[src/rtl/piso_serializer_pkg.sv]
// Shared definitions for the serial link: default word length and transmitter state encoding.
package piso_serializer_pkg;

    localparam int LINK_WIDTH = 4;

    typedef enum logic {
        ST_IDLE  = 1'b0,
        ST_SHIFT = 1'b1
    } state_t;

endpackage

[src/rtl/piso_serializer.sv]
// Parallel-in/serial-out transmitter feeding the serial input of a SIPO receiver.
// All state advances on the falling edge of C; nCLR clears everything asynchronously.
module piso_serializer
    import piso_serializer_pkg::*;
#(
    parameter int WIDTH     = LINK_WIDTH,
    parameter bit MSB_FIRST = 1'b0
) (
    input  logic             C,
    input  logic             nCLR,
    input  logic [WIDTH-1:0] P,
    input  logic             LOAD,
    output logic             S,
    output logic             BUSY,
    output logic             DONE
);

    localparam int            CW       = $clog2(WIDTH);
    localparam logic [CW-1:0] LAST_CNT = CW'(WIDTH - 1);

    state_t           r_state;
    logic [WIDTH-1:0] r_shift;
    logic [CW-1:0]    r_cnt;
    logic             r_busy;
    logic             r_done;

    // The output-end bit of the shift register is the line itself; clearing the
    // register on the way back to IDLE is what drives the line low between words.
    assign S    = MSB_FIRST ? r_shift[WIDTH-1] : r_shift[0];
    assign BUSY = r_busy;
    assign DONE = r_done;

    always_ff @(negedge C or negedge nCLR) begin
        if (!nCLR) begin
            r_state <= ST_IDLE;
            r_shift <= '0;
            r_cnt   <= '0;
            r_busy  <= 1'b0;
            r_done  <= 1'b0;
        end else begin
            r_done <= 1'b0;
            case (r_state)
                ST_IDLE: begin
                    if (LOAD) begin
                        r_shift <= P;
                        r_cnt   <= LAST_CNT;
                        r_busy  <= 1'b1;
                        r_state <= ST_SHIFT;
                    end
                end
                ST_SHIFT: begin
                    if (r_cnt != '0) begin
                        r_shift <= MSB_FIRST ? (r_shift << 1) : (r_shift >> 1);
                        r_cnt   <= r_cnt - CW'(1);
                    end else begin
                        // Last bit has had its full period; a pending LOAD chains the next word.
                        r_done <= 1'b1;
                        if (LOAD) begin
                            r_shift <= P;
                            r_cnt   <= LAST_CNT;
                        end else begin
                            r_shift <= '0;
                            r_busy  <= 1'b0;
                            r_state <= ST_IDLE;
                        end
                    end
                end
                default: r_state <= ST_IDLE;
            endcase
        end
    end

endmodule
[config.mk]
export PLATFORM = sky130hd
export DESIGN_NAME = piso_serializer
export DESIGN_NICKNAME = d
export VERILOG_FILES = /design/src/rtl/piso_serializer_pkg.sv /design/src/rtl/piso_serializer.sv
export SDC_FILE = /design/constraint.sdc
export NUM_CORES = 1
export LEC_CHECK = 0
export CORE_MARGIN = 2
export CORE_UTILIZATION = 30
export CTS_CLUSTER_SIZE = 25
export DETAILED_ROUTE_END_ITERATION = 10
export PLACE_DENSITY_LB_ADDON = 0.1
export RECOVER_POWER = 50
export REMOVE_ABC_BUFFERS = 1
export SLEW_MARGIN = 40
export SYNTH_ARGS = -nofsm -noshare
export SYNTH_HDL_FRONTEND = slang
export SYNTH_SLANG_ARGS = --single-unit
[constraint.sdc]
create_clock -name C -period 1.3 [get_ports C]
set_input_delay 0.195 -clock C [delete_from_list [all_inputs] [get_ports C]]
set_output_delay 0.195 -clock C [all_outputs]
set_load 0.05 [all_outputs]
Word-level counts from Yosys, hierarchy flattened
Index checks and enable logic that the tools add are counted.
{"block": "op_classes", "n_addsub": 1, "eq_ne": 3, "mux": 16, "n_bitwise": 1, "reduce_logical": 2}
{"operator": "4-bit 2-to-1 mux", "n": 3}
{"operator": "4-bit one-hot mux with 2 select lines", "n": 1}
{"operator": "1-bit 2-to-1 mux", "n": 7}
{"operator": "2-bit != test, second input constant", "n": 3}
{"operator": "2-bit 2-to-1 mux", "n": 2}
{"operator": "1-bit one-hot mux with 2 select lines", "n": 2}
{"operator": "2-bit one-hot mux with 2 select lines", "n": 1}
{"operator": "3-bit AND reduction", "n": 1}
{"operator": "2-bit nonzero test", "n": 1}
{"operator": "2-bit by 1-bit subtractor with 2-bit output, second input constant", "n": 1}
{"operator": "1-bit NOT", "n": 1}
{"block": "totals", "reg_bits": 9, "inputBits": 7, "out_inout_bits": 3, "wordCells": 28}

Depth between registers and ports, before layout
Gate-level depths: netlist of run 1.
{"block": "logic_depth", "depth_word": 3, "depth_mapped": 3}

==> metrics list, run 1 <==
- The flow ran to the end, but the final reports show violations.
* Failing checks: setup timing
- Traced cell by cell, the critical path runs through buf_12.
- Critical path start-end classification: flip-flop to output pin
- Number of enable-type register cells in the synthesized netlist: 0
* Global-route wire length before repair: roughly 1500 µm
- The post-route netlist has between 20% and 30% of its cells at a drive strength greater than 1.
- Area of the core: around 1400 µm²
- Kind of start point of the critical path: flip-flop
- HPWL after DPL: approximately 680 µm
* Fraction of power spent switching nets: roughly two fifths
- For this run, the leading register cell type out of synthesis is dfrtn_1.
- The share of total power dissipated in sequential elements is between 40% and 50%.
* Min setup slack post-route: -0.4186 ns
- For the worst-skew pair, the clock arrives at the later sink with an insertion delay of approximately 0.26 ns.
- TritonCTS built the clock tree.
* # nets final: 62
- Count of fill cells added during filler insertion: approximately 130
- Buffer depth of the longest clock path: 2
- Number of port buffers: 9
* Final estimated routing congestion in global placement: between 0.7 and 0.8
- The number of global-route vias before repair was around 330.
* Relative contribution of the clock network to total power: 15.2%
- Among cell families on the critical path, the largest total delay comes from flip-flops.
- Root buffer selected by CTS: clkbuf_4
* Flop and latch count out of synthesis: 9
- The die covers 1813 µm².
* Antenna violations before repair: 0
- I/O pin count: 10
* Number of remaining DRC errors: 0
- In this run the vertical extent of the chip is between 40 and 50 µm.
* Instance area at placement: slightly below 600 µm²
- The detail route stage leaves a number of antenna-violating nets equal to 0.
- First-pass detailed-route iteration total: 4
- Count of endpoints failing setup in the final report: 3
- The internal power of the cells totals between 800 and 900 µW.
- The final number of hold-violating endpoints came to 0.
- Dividing the detail-routed via count by the number of cells gives 5.159.
- Mapped Avg Cell Area: between 10 and 15 µm²
- The share of synthesized area in the top cell type comes to 50.42%.
* Total inserted antenna cells: 0
- On the worst path, the slowest cell contributes a delay of around 0.46 ns.
- Clk_skew: about 0.0018 ns
* Logic pwr share: between 40% and 50%
- Counting every sink on the clock net gives 9.
- Hold timing on the final database bottoms out at a slack of ~0.49 ns.
- Once layout is done, the placed cells without fillers occupy about 610 µm².
* Initial standard-cell utilization of the core: between 30% and 40%
- Row cnt: 13
* FFs w/ async S/R, synth: 100.0%
- Total number of vias: between 300 and 400
- IR drop worst, VDD: about 0.84 mV
- Pwr dens: about 2300 nW/µm²
- Among all stages on the critical path, the largest delay is contributed by dfrtn_1.
- After detailed routing, the average wire length per cell comes to 13.41 µm.
- Type of element capturing the critical path: output pin
* Most repeated cell in the gate-level netlist after synthesis: dfrtn_1
- The routed design has around 930 µm of wire.
- For the worst setup path, the data required time is around 1.1 ns.
- The cell area that synthesis handed to floorplanning was approximately 450 µm².
* Number of buffers added by the clock tree synthesis step: 3
- Clock-pin slew was measured on the worst setup and hold paths at ~0.050 ns.
* Classification of the worst-slack hold path: flip-flop to flip-flop
- The die is roughly 43 µm wide.
* H-tree lvl count: 1
- After technology mapping, the gate count stands at 40.
- The analysis attributes to net switching a power of 553.6 µW.
- Global Route Usage Sum: 11.55%
- Worst Path Buf+Inv: 1
- The tool flagged a number of max-cap violations equal to 0.
- Ranked by instance count, the synthesized netlist is headed by dfrtn_1 (9), inv_1 (4), mux2i_1 (4).
- Of the synthesized area, sequential elements account for 50.42%.
- Setup repair after global routing missed its margin: yes
* Number of slew-limit violations in the final report: 0
- Netlist cell types: 17
- Crit Path Max Fanout: 2
* Leakage power: around 0.28 nW
- After global routing the overflow that remains totals 0.
* Cell type with the largest total area after synthesis: dfrtn_1
- Top area cells in the synthesized netlist: dfrtn_1 (50%), mux2i_1 (9.0%), buf_6 (7.6%), o221ai_1 (5.9%), o211ai_1 (5.0%)
* Worst max-slew margin expressed relative to the limit: about three quarters
- Iteration-0 DRC Markers: 10
- Tightest Pin Transition: approximately 0.38 ns
* Area added between synthesis and finish: 36.97%
* Arrival time of data at the critical path endpoint: 1.52 ns
- During synthesis, Yosys emitted a total of 0 warnings.
- Pin count of the biggest net entering global routing: 14
layout make-up:
| cell class | count | area (µm²) | share of cell area [%] |
|---|---|---|---|
| sequential | 9 | 225.2 | 36.81 |
| multi-input combinational | 23 | 176.4 | 28.83 |
| timing repair buffer | 14 | 150.1 | 24.54 |
| clock buffer | 4 | 26.28 | 4.294 |
| tap | 15 | 18.77 | 3.067 |
| inverter | 4 | 15.01 | 2.454 |
cells by family after synthesis:
logic type / count (synthesis) / synth area share, %
DFF: 9 / 50.42
muxes: 4 / 8.964
and+or+nand+nor: 5 / 6.725
buffers and inverters: 8 / 11.76
xor gates and xnor gates: 1 / 1.961
AOI/OAI and AO/OA: 13 / 20.17
worst reg2reg max path, stage by stage, from the launching register on:
cell      delay [ns]
dfrtn_1         0.61
or3b_4          0.23
o221ai_1        0.12
state kept, by name, summed over array words and instances (netlist names):
| signal | flops |
|---|---|
| BUSY | 1 |
| r_shift | 4 |
| DONE | 1 |
| r_state | 1 |
| r_cnt | 2 |
placed cells by master, fill, tap and decap left out, drive strengths merged, types with 2 or more instances in the layout:
master       netlist  final
dlygate4sd2        0      4
mux2i              4      4
dfrtn              9      9
nor2               2      2
inv                4      4
a21oi              3      3
o221ai             3      3
buf                3      7
clkbuf             1      6
o211ai             3      3
worst paths after layout:
kind                       startpoint         end  slack [ns]  cells after the start
max reg2reg                  r_cnt[1]  r_shift[1]        0.16                      2
max                              BUSY        BUSY       -0.42                      1
max in group asynchronous        nCLR    r_cnt[0]        0.16                      2
min in group asynchronous        nCLR  r_shift[1]        0.87                      2
min reg2reg                r_shift[1]  r_shift[0]        0.49                      2
min                        r_shift[1]  r_shift[0]        0.49                      2
metrics by stage:
step / setup TNS [ns] / utilization [%] / worst slack [ns] / cells / power [mW]
finish: -1.196 / 45.32 / -0.4186 / 69 / 1.398
global route: -1.301 / 45.32 / -0.4456 / 69 / 1.493
CTS: -1.220 / 45.88 / -0.4276 / 69 / 1.410
detailed placement: -5.241 / 43.37 / -0.7239 / 65 / 1.175
global placement: -5.006 / 43.37 / -0.6834 / 65 / 1.151
floorplan: -0.9893 / - / -0.2253 / 36 / 0.8628
power groups by stage:
stage | Sequential [mW] | Combinational [mW] | Clock [mW]
5_1_grt | 0.625 | 0.623 | 0.245
6_report | 0.604 | 0.582 | 0.212
4_1_cts | 0.602 | 0.591 | 0.217
3_3_place_gp | 0.588 | 0.562 | 0
3_5_place_dp | 0.598 | 0.577 | 0
2_1_floorplan | 0.675 | 0.188 | 0
per-layer routing:
| metal | global-route usage [%] | part of all wire [%] | vias to the layer above |
|---|---|---|---|
| met2 | 18.15 | 48 | 15 |
| met3 | 4.310 | 7.2 | 2 |
| met1 | 13.72 | 44 | 169 |
| met4 | 5.625 | 0.76 | 0 |
| met5 | 0 | 0 | - |
| li1 | - | - | 170 |
what timing repair did:
item                                    in CTS  in global routing
pin swaps                                    3                  0
hold buffers                                 0                  0
resized for setup                           12                  0
setup buffers                                0                  0
cloned                                       0                  0
endpoints found under the setup margin      11                  3
Power figures use the tool's default switching activity.
==> run 2, diff against run 1 <==
--- a/config.mk
+++ b/config.mk
@@ -5,9 +5,12 @@
 export SDC_FILE = /design/constraint.sdc
 export NUM_CORES = 1
 export LEC_CHECK = 0
+export ABC_AREA = 1
+export CELL_PAD_IN_SITES_DETAIL_PLACEMENT = 0
+export CELL_PAD_IN_SITES_GLOBAL_PLACEMENT = 1
 export CORE_MARGIN = 2
 export CORE_UTILIZATION = 30
-export CTS_CLUSTER_SIZE = 25
+export CTS_CLUSTER_SIZE = 28
 export DETAILED_ROUTE_END_ITERATION = 10
 export PLACE_DENSITY_LB_ADDON = 0.1
 export RECOVER_POWER = 50
==> metrics list, run 2 <==
- The flow ran to the end, but the final reports show violations.
- Failing checks: setup timing
* Routed WL per cell: 9.977 µm (-26%)
- Pwr dens: 2381 nW/µm² (+4.3%)
- Area of the core: 1471 µm² (+9.0%)
* Global-route wire length before repair: 1524 µm (+1.8%)
* I/O pin count: 10 (unchanged)
* Slowest Stage Delay on Critical Path: 0.45 ns (about the same)
* Cell type with the largest total area after synthesis: dfrtn_1
- The share of the synthesized area in the top cell type was 48.78% (-1.6 points).
- The initial DRC count came to 1 (-9).
- The register with the most flip-flops in the final layout is r_shift.
* Layout cell share with drive strength beyond 1: 44.44% (+22 points)
* Initial standard-cell utilization of the core: 31.38% (-1.7 points)
- The register area share after synthesis is 48.78% (-1.6 points).
* Count of endpoints failing setup in the final report: 3 (unchanged)
* Synthesized instance count: 53 (+33%)
* Kind of start point of the critical path: flip-flop
- The combined global-route utilization of all metal layers came to 11.99% (+0.44 points).
* CTS sink count: 9 (unchanged)
- Total number of yosys warnings: 0 (unchanged)
- The overall die height was 43.23 µm (+1.5%).
* Min setup slack post-route: -0.4147 ns (+0.003867 ns)
- The worst hold path belongs to the class flip-flop to flip-flop.
- Number of enable-type register cells in the synthesized netlist: 0 (unchanged)
- Row cnt: 14 (+1)
- Worst slack after detailed placement: -0.5668 ns (+0.1572 ns)
* Critical path start-end classification: flip-flop to output pin
* Root buffer selected by CTS: clkbuf_4
- The number of buffers added on ports came to 9 (unchanged).
- Number of remaining DRC errors: 0 (unchanged)
- The final number of max-transition violations came to 0 (unchanged).
- The final standard cell area without fillers is 713.2 µm² (+17%).
- The number of antenna violations at the first check in global routing was 0 (unchanged).
* Leakage power: 0.3526 nW (+26%)
- Instance area at placement: 635.6 µm² (+8.5%)
- In this design, the largest share of critical-path delay is due to flip-flops.
* H-tree lvl count: 1 (unchanged)
- The fill cell instance count of the final layout is 157 (+24%).
- The proportion of synthesized flip-flops having asynchronous set or reset is 100.0% (unchanged).
- Total inserted antenna cells: 0 (unchanged)
- The worst slew margin relative to its limit came to 71.97% (-2.6 points).
- The TritonCTS buffer count is 3 (unchanged).
- Type of element capturing the critical path: output pin
* Most frequent cells after synthesis: dfrtn_1 (9), nand3_1 (9), inv_1 (7), nand2_1 (7)
- Worst Path Buf+Inv: 1 (unchanged)
* Clock-pin transition on the worst setup and hold timing paths: 0.05 ns (about the same)
* Most instantiated flip-flop cell in the synthesis netlist: dfrtn_1
- The number of global-route vias before repair came to 347 (+3.9%).
* Tightest Pin Transition: 0.4204 ns (+0.03954 ns)
- Setup repair after global routing could not meet its margin everywhere.
* Final estimated routing congestion in global placement: 0.7181 (-5.3%)
- Post-DRT Antenna Nets: 0 (unchanged)
- Max FFs per register: 4 (unchanged)
- GRT Residual Overflow: 0 (unchanged)
* Vias per cell: 4.364 (-15%)
- The largest net degree at the start of global routing is 8 (-6).
- The hold buffer count at cts is 0 (unchanged).
- Top area cells in the synthesized netlist: dfrtn_1 (49%), nand3_1 (9.8%), nand2_4 (7.3%), inv_1 (5.7%), nand2_1 (5.7%)
- The post-synthesis cell area came to 461.7 µm² (+3.4%).
- The average cell area after synthesis is 8.711 µm² (-22%).
- Total number of vias: 384 (+7.9%)
- Die Span X: 43.23 µm (+1.5%)
- Final core utilization: 48.47% (+3.1 points)
- The maximum fanout count along the critical path came to 2 (unchanged).
- Total Die Area: 1869 µm² (+3.1%)
* Post-layout power: 1.698 mW (+22%)
- The count of max-cap constraint violations was 0 (unchanged).
- Critical path, cell by cell: buf_12
- The synthesis-stage register bit count is 9 (unchanged).
- First-pass detailed-route iteration total: 2 (-2)
- In the layout the commonest cells are dfrtn_1 (9), nand2_1 (7), inv_1 (7).
- For this design, the slowest cell found on the critical path is dfrtn_1.
* IR drop worst, VDD: 1.160 mV (+39%)
- The library cell used most frequently in the layout, excluding fill and tap cells, is dfrtn_1.
- Clk_skew: 0.005988 ns (+0.004200 ns)
* CP required: 1.11 ns (about the same)
- Worst skew pair latency: 0.27 ns (about the same)
- Area added between synthesis and finish: 54.47%
- Total wire length: 878 µm (-5.1%)
- Buffer depth of the longest clock path: 2 (unchanged)
* Largest registers: r_shift x4, r_cnt x2
- The final number of hold-violating endpoints came to 0 (unchanged).
- Netlist cell types: 13 (-4)
- Setup TNS: -1.214 ns (-0.01754 ns)
- # nets final: 80 (+29%)
* Arrival time of data at the critical path endpoint: 1.52 ns (about the same)
* HPWL after DPL: 677.9 µm (-0.21%)
* Clock tree from TritonCTS: built
run 2: changes by cell type after synthesis, sizes merged, moves of 3 or more:
cell,delta
nand2,+12
mux2i,-4
inv,+8
o221ai,-3
nand3,+9
o211ai,-3
run 2: timing repair:
item / 4_1_cts / 5_1_grt
endpoints found under the hold margin: 0 / 0
setup buffers: 1 / 0
resized for setup: 14 / 3
pin swaps: 3 / 1
setup endpoints to repair: 11 / 5
run 2: layout make-up:
class	count	area (µm²)	area share, %
Timing Repair Buffer	16	160.2	22.46
Clock buffer	4	26.28	3.684
Multi-Input combinational cell	31	226.5	31.75
Tap cell	16	20.02	2.807
Sequential cell	9	225.2	31.58
Inverter	12	55.05	7.719
run 2: through the flow:
stage / cells / hold slack, ns
after floorplan: 52 / 0.4396
after global placement: 83 / 0.4739
after detailed placement: 83 / 0.4605
after CTS: 88 / 0.4652
after global routing: 88 / 0.5138
final: 88 / 0.4622
run 2: cells by family after synthesis:
logic type	count (synthesis)	synth area share, %
DFF	9	48.78
AOI/OAI and AO/OA	6	9.216
buffers and inverters	13	13.28
and+or+nand+nor	25	28.72
run 2: where the power goes:
part	leakage (nW)	switching, mW	internal [mW]
logic	0.227	0.510	0.421
registers	0.110	0.133	0.414
clock network	0.0150	0.103	0.118
run 2: worst paths after layout:
kind                                  from          to  slack (ns)  cells past startpoint
worst max-delay path            r_shift[0]           S       -0.41                      1
worst min-delay path            r_shift[3]  r_shift[3]        0.46                      2
worst max register to register     r_state    r_cnt[1]        0.13                      5
worst min register to register  r_shift[3]  r_shift[3]        0.46                      2
max in group asynchronous             nCLR    r_cnt[0]        0.15                      2
min in group asynchronous             nCLR    r_cnt[1]        0.85                      2
run 2: layer usage:
layer  global-route usage, %  wire, µm
met2                   15.22       401
met4                   9.091         0
met3                   5.106        34
met1                   15.61       441
met5                       0         0
==> run 3, diff against run 2 <==
--- a/config.mk
+++ b/config.mk
@@ -19,3 +19,4 @@
 export SYNTH_ARGS = -nofsm -noshare
 export SYNTH_HDL_FRONTEND = slang
 export SYNTH_SLANG_ARGS = --single-unit
+export TNS_END_PERCENT = 30
==> metrics list, run 3 (synthesized netlist as in run 2, its figures left out) <==
- Result of the run: finished with violations
- The final reports fail on setup timing.
- Worst Path Buf+Inv: 1 (unchanged)
- The signal on the critical path passes through buf_12.
- The worst setup path is captured at an output pin.
* Number of global-route vias before repair: 330 (-4.9%)
- Max FFs per register: 4 (unchanged)
- Clock tree from TritonCTS: built
- Endpoint of the most critical setup path: S
- Row cnt: 14 (unchanged)
* Initial standard-cell utilization of the core: 31.38% (unchanged)
* Post-DRT Antenna Nets: 0 (unchanged)
- The number of buffers added on ports is 9 (unchanged).
* Most congested layer reported by global routing: met1
* Leading cell types in the layout, fill and taps excluded: dfrtn_1 (9), nand2_1 (7), inv_1 (7), nand3_1 (7)
- The post-detailed-route wirelength per cell was 9.897 µm (-0.81%).
- Number of buffers added by the clock tree synthesis step: 3 (unchanged)
- The total of endpoints with negative setup slack in the final report was 3 (unchanged).
- Worst-case reg-to-reg path depth: 5 (unchanged)
- The logic depth of the worst setup path including buffers was 1 (unchanged).
- Area of the core: 1471 µm² (unchanged)
* IR drop worst, VDD: 1.156 mV (-0.33%)
* Delay-heaviest family, CP: flip-flops
- The number of antenna violations at the first check in global routing came to 0 (unchanged).
- Critical register-to-register path startpoint: r_state
* Met1 track utilization from global routing: 15.34% (-0.26 points)
- The worst setup slack after layout was -0.4155 ns (-0.0008270 ns).
* Slowest-stage cell, CP: dfrtn_1
- Tightest Pin Transition: 0.3865 ns (-0.03396 ns)
- # nets final: 79 (-1.3%)
- Classification of the worst-slack hold path: flip-flop to flip-flop
- The via density per instance is 4.345 (-0.43%).
- The clock latency of the later-clocked register in the worst-skew pair is 0.27 ns (about the same).
- The routability-driven placement congestion ratio is 0.7181 (unchanged).
- The count of antenna diodes in the layout was 0 (unchanged).
- Worst hold margin: 0.4616 ns (-0.0006650 ns)
* Global-route wire length before repair: 1455 µm (-4.5%)
- HPWL after DPL: 677.9 µm (unchanged)
- The total leakage power was 0.3482 nW (-1.2%).
- More flip-flops sit in one register than any other, and that register is r_shift.
- Height of the die: 43.23 µm (unchanged)
* Setup repair after global routing missed its margin: yes
- The post-detailed-routing wire length is 861 µm (-1.9%).
* Met3 demand-to-capacity share in global routing: 5.106% (unchanged)
* Number of slew-limit violations in the final report: 0 (unchanged)
- GRT Residual Overflow: 0 (unchanged)
- The worst clock skew came to 0.004481 ns (-0.001507 ns).
* Worst slack after detailed placement: -0.5668 ns (unchanged)
- The maximum fanout count along the critical path was 2 (unchanged).
- The combined global-route utilization of all metal layers is 11.55% (-0.44 points).
- H-tree lvl count: 1 (unchanged)
- The endpoint identified for the worst register-to-register timing path is r_cnt[1].
* Pwr dens: 2463 nW/µm² (+3.4%)
- The full die area was 1869 µm² (unchanged).
* Arrival time of data at the critical path endpoint: 1.52 ns (about the same)
- Clock-pin transition on the worst setup and hold timing paths: 0.05 ns (about the same)
* Kind of start point of the critical path: flip-flop
- The setup TNS after final layout was -1.219 ns (-0.005030 ns).
- Worst max-slew margin expressed relative to the limit: 74.24% (+2.3 points)
- Register-to-register setup slack: 0.18 ns (+0.05 ns)
- Total number of vias: 378 (-1.6%)
- The most critical setup path has its startpoint at r_shift[0].
* Area added between synthesis and finish: 43.36%
- Number of max-cap violations: 0 (unchanged)
- Number of hold buffers added after CTS: 0 (unchanged)
* Met2 routing resource usage after global routing: 14.03% (-1.2 points)
- The number of DRC violations after detailed routing came to 0 (unchanged).
* Iteration-0 DRC Markers: 4 (+3)
- The maximum single-stage delay on the critical path was 0.45 ns (about the same).
* Die Span X: 43.23 µm (unchanged)
- I/O pin count: 10 (unchanged)
- Buffer depth of the longest clock path: 2 (unchanged)
* Root buffer selected by CTS: clkbuf_4
- The critical path in this run is classified as flip-flop to output pin.
- The largest registers in the layout are r_shift x4, r_cnt x2.
- The fraction of final layout cells sized beyond drive strength 1 was 38.03% (-6.4 points).
- The detailed-router iteration count before antenna repair is 3 (+1).
- The final number of hold-violating endpoints came to 0 (unchanged).
* CP required: 1.11 ns (about the same)
- CTS sink count: 9 (unchanged)
- The largest net degree at the start of global routing was 8 (unchanged).
* Most frequent standard cell in the layout excluding fill and tap cells: dfrtn_1
## run 3: metrics by stage
| step | instances | utilization (%) | total power [mW] | instance area [µm²] |
|---|---|---|---|---|
| floorplan | 52 | - | 1.043 | 450.4 |
| global placement | 83 | 43.20 | 1.412 | 635.6 |
| detailed placement | 83 | 43.20 | 1.411 | 635.6 |
| CTS | 87 | 45.32 | 1.650 | 666.9 |
| global route | 87 | 44.98 | 1.766 | 661.9 |
| finish | 87 | 44.98 | 1.630 | 661.9 |
## run 3: worst min-delay path by stage
stage | slack, ns | cells past startpoint | start | endpoint
after CTS | 0.47 | 2 | r_shift[3] | r_shift[3]
after detailed placement | 0.46 | 2 | r_shift[3] | r_shift[3]
after global routing | 0.51 | 2 | r_shift[3] | r_shift[3]
after floorplan | 0.44 | 0 | nCLR | BUSY
after global placement | 0.47 | 2 | r_shift[3] | r_shift[3]
final | 0.46 | 2 | r_shift[3] | r_shift[3]
## run 3: routing by layer
metal / wire length (µm) / part of all wire (%)
met1: 447 / 52
met2: 367 / 43
met3: 38 / 4.4
met4: 8 / 0.93
met5: 0 / 0
## run 3: what timing repair did
item,CTS,global route
pin swaps,1,0
resized for setup,3,3
buffers inserted,0,0
setup endpoints to repair,11,8
endpoints found under the hold margin,0,0
## run 3: final cells by class
| class | instances | area (µm²) |
|---|---|---|
| clock buffer | 4 | 26.28 |
| multi-input combinational | 31 | 187.7 |
| tap | 16 | 20.02 |
| fill | 166 | 809.5 |
| timing repair buffer | 15 | 152.6 |
| inverter | 12 | 50.05 |
| sequential | 9 | 225.2 |
## run 3: report_power, final
| group | internal, mW | leakage [nW] | switching, mW |
|---|---|---|---|
| Clock | 0.118 | 0.0150 | 0.103 |
| Sequential | 0.414 | 0.110 | 0.116 |
| Combinational | 0.400 | 0.223 | 0.478 |
| Total | 0.932 | 0.348 | 0.698 |
## run 3: worst min-delay path, cell delays in order (launching register included)
cell	delay (ns)
dfrtn_1	0.41
nand3_1	0.08
nand2_1	0.06
